--- config.mk ---
export PLATFORM = sky130hd
export DESIGN_NAME = dct2d_seq_ctrl
export DESIGN_NICKNAME = d
export VERILOG_FILES = /design/src/rtl/dct2d_seq_ctrl.sv
export SDC_FILE = /design/constraint.sdc
export NUM_CORES = 2
export LEC_CHECK = 0
export ABC_AREA = 1
export BUFFER_PORTS_ARGS = -buffer_cell sky130_fd_sc_hd__buf_2
export CAP_MARGIN = 20
export CELL_PAD_IN_SITES_DETAIL_PLACEMENT = 2
export CELL_PAD_IN_SITES_GLOBAL_PLACEMENT = 2
export CORE_MARGIN = 4
export CORE_UTILIZATION = 39
export CTS_CLUSTER_SIZE = 8
export DETAILED_ROUTE_END_ITERATION = 8
export MAX_ROUTING_LAYER = met4
export PLACE_DENSITY = 0.82
export SLEW_MARGIN = 20
export SYNTH_ARGS = -nofsm -noshare
export SYNTH_HDL_FRONTEND = slang
export SYNTH_SLANG_ARGS = --single-unit
--- constraint.sdc ---
create_clock -name clk -period 16.45 [get_ports clk]
set_input_delay 1.645 -clock clk [delete_from_list [all_inputs] [get_ports clk]]
set_output_delay 1.645 -clock clk [all_outputs]
set_load 0.005 [all_outputs]
--- src/rtl/dct2d_seq_ctrl.sv ---
// dct2d_seq_ctrl: row/column sequencer sharing one 8-point DCT engine for an 8x8 2-D DCT
module dct2d_seq_ctrl #(
  parameter int IN_W = 32,
  parameter int FRAC = 8
) (
  input  logic                   clk,
  input  logic                   rst_n,
  input  logic                   s_valid,
  output logic                   s_ready,
  input  logic [7:0]             s_px0,
  input  logic [7:0]             s_px1,
  input  logic [7:0]             s_px2,
  input  logic [7:0]             s_px3,
  input  logic [7:0]             s_px4,
  input  logic [7:0]             s_px5,
  input  logic [7:0]             s_px6,
  input  logic [7:0]             s_px7,
  output logic                   dct_in_valid,
  input  logic                   dct_in_ready,
  output logic signed [IN_W-1:0] dct_in0,
  output logic signed [IN_W-1:0] dct_in1,
  output logic signed [IN_W-1:0] dct_in2,
  output logic signed [IN_W-1:0] dct_in3,
  output logic signed [IN_W-1:0] dct_in4,
  output logic signed [IN_W-1:0] dct_in5,
  output logic signed [IN_W-1:0] dct_in6,
  output logic signed [IN_W-1:0] dct_in7,
  input  logic                   dct_out_valid,
  output logic                   dct_out_ready,
  input  logic signed [IN_W-1:0] dct_out0,
  input  logic signed [IN_W-1:0] dct_out1,
  input  logic signed [IN_W-1:0] dct_out2,
  input  logic signed [IN_W-1:0] dct_out3,
  input  logic signed [IN_W-1:0] dct_out4,
  input  logic signed [IN_W-1:0] dct_out5,
  input  logic signed [IN_W-1:0] dct_out6,
  input  logic signed [IN_W-1:0] dct_out7,
  output logic                   m_valid,
  input  logic                   m_ready,
  output logic signed [IN_W-1:0] m_d0,
  output logic signed [IN_W-1:0] m_d1,
  output logic signed [IN_W-1:0] m_d2,
  output logic signed [IN_W-1:0] m_d3,
  output logic signed [IN_W-1:0] m_d4,
  output logic signed [IN_W-1:0] m_d5,
  output logic signed [IN_W-1:0] m_d6,
  output logic signed [IN_W-1:0] m_d7,
  output logic [2:0]             m_col,
  output logic                   m_last
);
  typedef enum logic {S_ROW, S_COL} state_t;
  state_t state_q, state_d;
  logic [3:0] ri_q, ri_d, rd_q, rd_d, ci_q, ci_d, cd_q, cd_d;
  logic [IN_W-1:0] buf_q [8][8];
  logic [7:0] px [8];
  logic [IN_W-1:0] dout [8];
  logic [IN_W-1:0] din [8];
  logic row, in_xfer, out_xfer, m_xfer;
  // gather the flat ports into lane arrays and drive the flat outputs back
  always_comb begin
    px[0] = s_px0; px[1] = s_px1; px[2] = s_px2; px[3] = s_px3;
    px[4] = s_px4; px[5] = s_px5; px[6] = s_px6; px[7] = s_px7;
    dout[0] = dct_out0; dout[1] = dct_out1; dout[2] = dct_out2; dout[3] = dct_out3;
    dout[4] = dct_out4; dout[5] = dct_out5; dout[6] = dct_out6; dout[7] = dct_out7;
    dct_in0 = din[0]; dct_in1 = din[1]; dct_in2 = din[2]; dct_in3 = din[3];
    dct_in4 = din[4]; dct_in5 = din[5]; dct_in6 = din[6]; dct_in7 = din[7];
    m_d0 = dct_out0; m_d1 = dct_out1; m_d2 = dct_out2; m_d3 = dct_out3;
    m_d4 = dct_out4; m_d5 = dct_out5; m_d6 = dct_out6; m_d7 = dct_out7;
  end
  // handshakes and engine input mux; rows are level-shifted pixels, columns come from the buffer
  always_comb begin
    row = state_q == S_ROW;
    s_ready = row && dct_in_ready && !ri_q[3];
    dct_in_valid = row ? s_valid && !ri_q[3] : !ci_q[3];
    dct_out_ready = row || m_ready;
    m_valid = !row && dct_out_valid;
    m_col = cd_q[2:0];
    m_last = cd_q == 4'd7;
    in_xfer = dct_in_valid && dct_in_ready;
    out_xfer = dct_out_valid && dct_out_ready;
    m_xfer = m_valid && m_ready;
    for (int k = 0; k < 8; k++)
      din[k] = row ? (IN_W'(px[k]) - IN_W'(128)) << FRAC : buf_q[k][ci_q[2:0]];
  end
  // pass sequencing: switch to columns the cycle after the 8th row result lands
  always_comb begin
    state_d = state_q;
    ri_d = ri_q;
    rd_d = rd_q;
    ci_d = ci_q;
    cd_d = cd_q;
    if (row) begin
      ri_d = rd_q[3] ? 4'd0 : ri_q + 4'(in_xfer);
      rd_d = rd_q[3] ? 4'd0 : rd_q + 4'(out_xfer);
      state_d = rd_q[3] ? S_COL : S_ROW;
    end else begin
      ci_d = (m_xfer && cd_q == 4'd7) ? 4'd0 : ci_q + 4'(in_xfer);
      cd_d = (m_xfer && cd_q == 4'd7) ? 4'd0 : cd_q + 4'(m_xfer);
      state_d = (m_xfer && cd_q == 4'd7) ? S_ROW : S_COL;
    end
  end
  // state and counter registers
  always_ff @(posedge clk or negedge rst_n) begin
    if (!rst_n) begin
      state_q <= S_ROW;
      ri_q <= '0;
      rd_q <= '0;
      ci_q <= '0;
      cd_q <= '0;
    end else begin
      state_q <= state_d;
      ri_q <= ri_d;
      rd_q <= rd_d;
      ci_q <= ci_d;
      cd_q <= cd_d;
    end
  end
  // transpose buffer: row results stored by row index, read back column-wise
  always_ff @(posedge clk) begin
    if (row && out_xfer && !rd_q[3])
      for (int k = 0; k < 8; k++) buf_q[rd_q[2:0]][k] <= dout[k];
  end
endmodule

==> impl_metrics.tcl <==
set metrics [dict create \
    period_share_pct 50.1 \
    synthFlopType "sky130_fd_sc_hd__edfxtp_1" \
    postCtsSetupRepairBufs 0 \
    finalCriticalPeriod_ns 8.24 \
    insertion_delay_ns 0.96 \
    ant_nets 0 \
    vertical_die_dimension_um 489 \
    worstSetupPathType "reg -> out" \
    worst-r2r-cell-count 6 \
    slowest_stage "sky130_fd_sc_hd__dfrtp_4" \
    sequential_group_share_of_total_power_pct 33.5 \
    multi_input_comb_area_um2 19100 \
    cp_endpoint_kind "primary output" \
    hpwl_mm 224 \
    final_max_slew_viol_count 0 \
    pwr_density_cell_nw_per_um2 184 \
    cp_max_fo 199 \
    routed_via_density 5.55 \
    grt_start_max_net_pins 234 \
    crit_required_ns 14.80 \
    cpMostUsedCell "sky130_fd_sc_hd__nand3_1" \
    globalplace.congestion 0.831 \
    vias_in_the_first_global_route 74800 \
    max_freq_mhz 121 \
    grt_first_pass_wirelength_mm 529 \
    postRouteWirelength_mm 372 \
    yosysUniqueCellTypes 28 \
    hold-path-endpoint "ri_q[0]" \
    grt.overflow.total 0 \
    vdd_ir_drop_max_mv 0.164 \
    static-leakage-power_nw 43.5 \
    max-slew-margin-rel_pct 8.51 \
    worst_r2r_endpoint "buf_q[4][122]" \
    synthCells 8527 \
    synth-seq-area-share_pct 68.7 \
    cts_max_path_buffers 4 \
    hold_start "ri_q[0]" \
    die_width_um 489 \
    tns_ns 0 \
    area_of_all_placed_cells_without_fillers_um2 103000 \
    routed-via-count 67600 \
    finClkSkew_ns 0.0598 \
    clock_power_share_pct 30.3 \
    p_total_w 0.0188 \
    synth.net_count 8861 \
    drt-initial-drc-count 7198 \
    place.port_buffers 845 \
    synth.cells.most_frequent "sky130_fd_sc_hd__nand2_1, sky130_fd_sc_hd__edfxtp_1, sky130_fd_sc_hd__nand3_1, sky130_fd_sc_hd__inv_1, sky130_fd_sc_hd__nor2_1" \
    timing.reg2reg.setup_slack_ns 11.48 \
    cts_tree "yes" \
    layout_cell_share_with_drive_strength_beyond_1_pct 14.1 \
    clock_tree.htree_level_count 5 \
    setup_violations 0 \
    io_pins 846 \
    timing_worst_slew_pin_value_ns 1.37 \
    floorplan.rows 176 \
    summed_instance_area_of_the_synthesized_netlist_um2 90200 \
    cts_sinks 2065 \
    final.fill_count 23600 \
    clkSlewWorstSetupHoldPaths_ns 0.05 \
    synthArstFlopShare_pct 0.823 \
    finalHoldViolCount 0 \
    path_cells "buf_4, buf_12, buf_6, buf_4, nand2_1, nand3_1, nand3_1, nand3_1, nand2_1, buf_2" \
    finish.cell_count_without_fillers 12200 \
    yosys.area.top_type_share_pct 68.2 \
    drtPass1Iterations 5 \
    syn_area_per_cell_um2 10.6 \
    power.internal_w 0.0112 \
    core_area_um2 230000 \
    cts_made_buffers 310 \
    grt_util_all_layers_pct 31.3 \
    area.sequential_um2 61900 \
    min_delay_path_depth 1 \
    worst_hold_path_type "reg -> reg" \
    worst-endpoint-arrival_ns 6.59 \
    cts_resized 0 \
    clockRootBuffer "sky130_fd_sc_hd__clkbuf_16" \
    number_of_enable_flip_flop_cells_after_synthesis 2048 \
    fin_nets 9392 \
    cts_hold_buffers 0 \
    antenna_found_initial 59 \
    die_area_um2 239000 \
    reg2reg_from "state_q" \
    initial_utilization_pct 39.2 \
    dp.cells 11800 \
    yosysWarningCount 0 \
    synth_to_final_area_change_pct 13.7 \
    cp-start-kind "register" \
    net-switching-power_w 0.00763 \
    synth_most_common_cell "sky130_fd_sc_hd__nand2_1" \
    synth.top_cells.by_area "sky130_fd_sc_hd__edfxtp_1, sky130_fd_sc_hd__nand2_1, sky130_fd_sc_hd__nand3_1" \
    grt_setup_unrepaired "no" \
    synth.largest_area_cell "sky130_fd_sc_hd__edfxtp_1" \
    placement.cell_area_um2 94300 \
    detail_route.wl_per_cell_um 30.5 \
    outcome "completed" \
    switching_share_pct 40.5 \
    critical_path.max_stage_delay_ns 1.01 \
    route.detailed.drc 0 \
    register_bit_count_reported_by_yosys 2065 \
    drv.max_cap_violation_count 0 \
    combPwrFrac_pct 36.2 \
]
[placed cells by master (no fill, tap or decap), types with 4 or more instances in the layout]
master | Yosys | final
sky130_fd_sc_hd__inv_1 | 1172 | 1170
sky130_fd_sc_hd__nand2_1 | 2601 | 2601
sky130_fd_sc_hd__nor3_1 | 5 | 5
sky130_fd_sc_hd__dfrtp_4 | 0 | 4
sky130_fd_sc_hd__ha_1 | 8 | 8
sky130_fd_sc_hd__nor2_4 | 0 | 8
sky130_fd_sc_hd__inv_6 | 0 | 5
sky130_fd_sc_hd__nand3_1 | 1269 | 1269
sky130_fd_sc_hd__dfrtp_1 | 17 | 13
sky130_fd_sc_hd__o21ai_0 | 128 | 128
sky130_fd_sc_hd__clkinv_2 | 0 | 4
sky130_fd_sc_hd__clkbuf_16 | 0 | 316
sky130_fd_sc_hd__or2_2 | 12 | 12
sky130_fd_sc_hd__o21ai_1 | 7 | 7
sky130_fd_sc_hd__buf_4 | 303 | 71
sky130_fd_sc_hd__nor2_1 | 530 | 522
sky130_fd_sc_hd__clkbuf_1 | 89 | 31
sky130_fd_sc_hd__edfxtp_1 | 2048 | 2048
sky130_fd_sc_hd__a21oi_1 | 5 | 5
sky130_fd_sc_hd__buf_12 | 1 | 12
sky130_fd_sc_hd__diode_2 | 0 | 37
sky130_fd_sc_hd__buf_2 | 185 | 845
[stage by stage]
| stage | utilization [%] | setup WS [ns] | hold slack (ns) |
|---|---|---|---|
| 2_1_floorplan | - | 2.98 | 0.486 |
| 3_3_place_gp | 41.0 | 9.29 | 0.499 |
| 3_5_place_dp | 41.0 | 9.09 | 0.518 |
| 4_1_cts | 44.5 | 8.03 | 0.529 |
| 5_1_grt | 44.5 | 7.99 | 0.559 |
| 6_report | 44.6 | 8.21 | 0.529 |
[state kept, by name, summed over array words and instances (netlist names)]
| register | cells |
|---|---|
| buf_q | 2048 |
| cd_q | 4 |
| ci_q | 4 |
| rd_q | 4 |
| ri_q | 4 |
| state_q | 1 |
[cell families (layout without fill, tap and decap cells)]
group,count (synthesis),count (layout),synth area share [%]
other,0,37,0
AOI/OAI and AO/OA,146,146,0.827
DFF,2065,2065,68.7
and+or+nand+nor,4420,4420,20.2
buffers and inverters,1886,2464,10.2
adders and majority gates,8,8,0.111
xor gates and xnor gates,2,2,0.0194
[routing by layer]
layer | vias to the layer above | track usage (%) | part of all wire (%)
met4 | 0 | 15.9 | 5.7
met1 | 35200 | 37.3 | 38
met2 | 3107 | 50.9 | 49
met3 | 820 | 5.78 | 7.8
li1 | 28500 | - | -
met5 | - | - | 0
[worst max-delay path, delay by kind of cell, from the launching register on]
family	cells	cell delay [ns]
buffers and inverters	5	3.28
flip-flops	1	1.01
AND/OR/NAND/NOR	5	0.87
[final cells by class]
type                            instances  area share [%]
Clock inverter                         12          0.0854
Clock buffer                          347            7.82
Timing Repair Buffer                  931            4.93
Tap cell                             3026            3.69
Sequential cell                      2065            60.4
Inverter                             1174            4.33
Antenna cell                           37          0.0903
Multi-Input combinational cell       4576            18.7
[worst max-delay path by stage]
| stage | cells after the start | to | from |
|---|---|---|---|
| 2_1_floorplan | 4 | buf_q[0][0] | dct_out_valid |
| 3_3_place_gp | 11 | dct_in7[27] | ci_q[0] |
| 4_1_cts | 10 | dct_in3[23] | ci_q[0] |
| 6_report | 10 | dct_in3[23] | ci_q[0] |
| 3_5_place_dp | 11 | dct_in3[24] | ci_q[0] |
| 5_1_grt | 10 | dct_in7[27] | ci_q[0] |
[power groups by stage]
| stage | clock network (W) | logic, W | registers (W) |
|---|---|---|---|
| CTS | 0.00577 | 0.00681 | 0.00631 |
| global placement | 0 | 0.00628 | 0.00637 |
| detailed placement | 0 | 0.00661 | 0.00640 |
| floorplan | 0 | 0.00385 | 0.00643 |
| global route | 0.00599 | 0.00732 | 0.00633 |
| finish | 0.00570 | 0.00683 | 0.00631 |
Note: power is estimated with default switching activity, not from simulation.
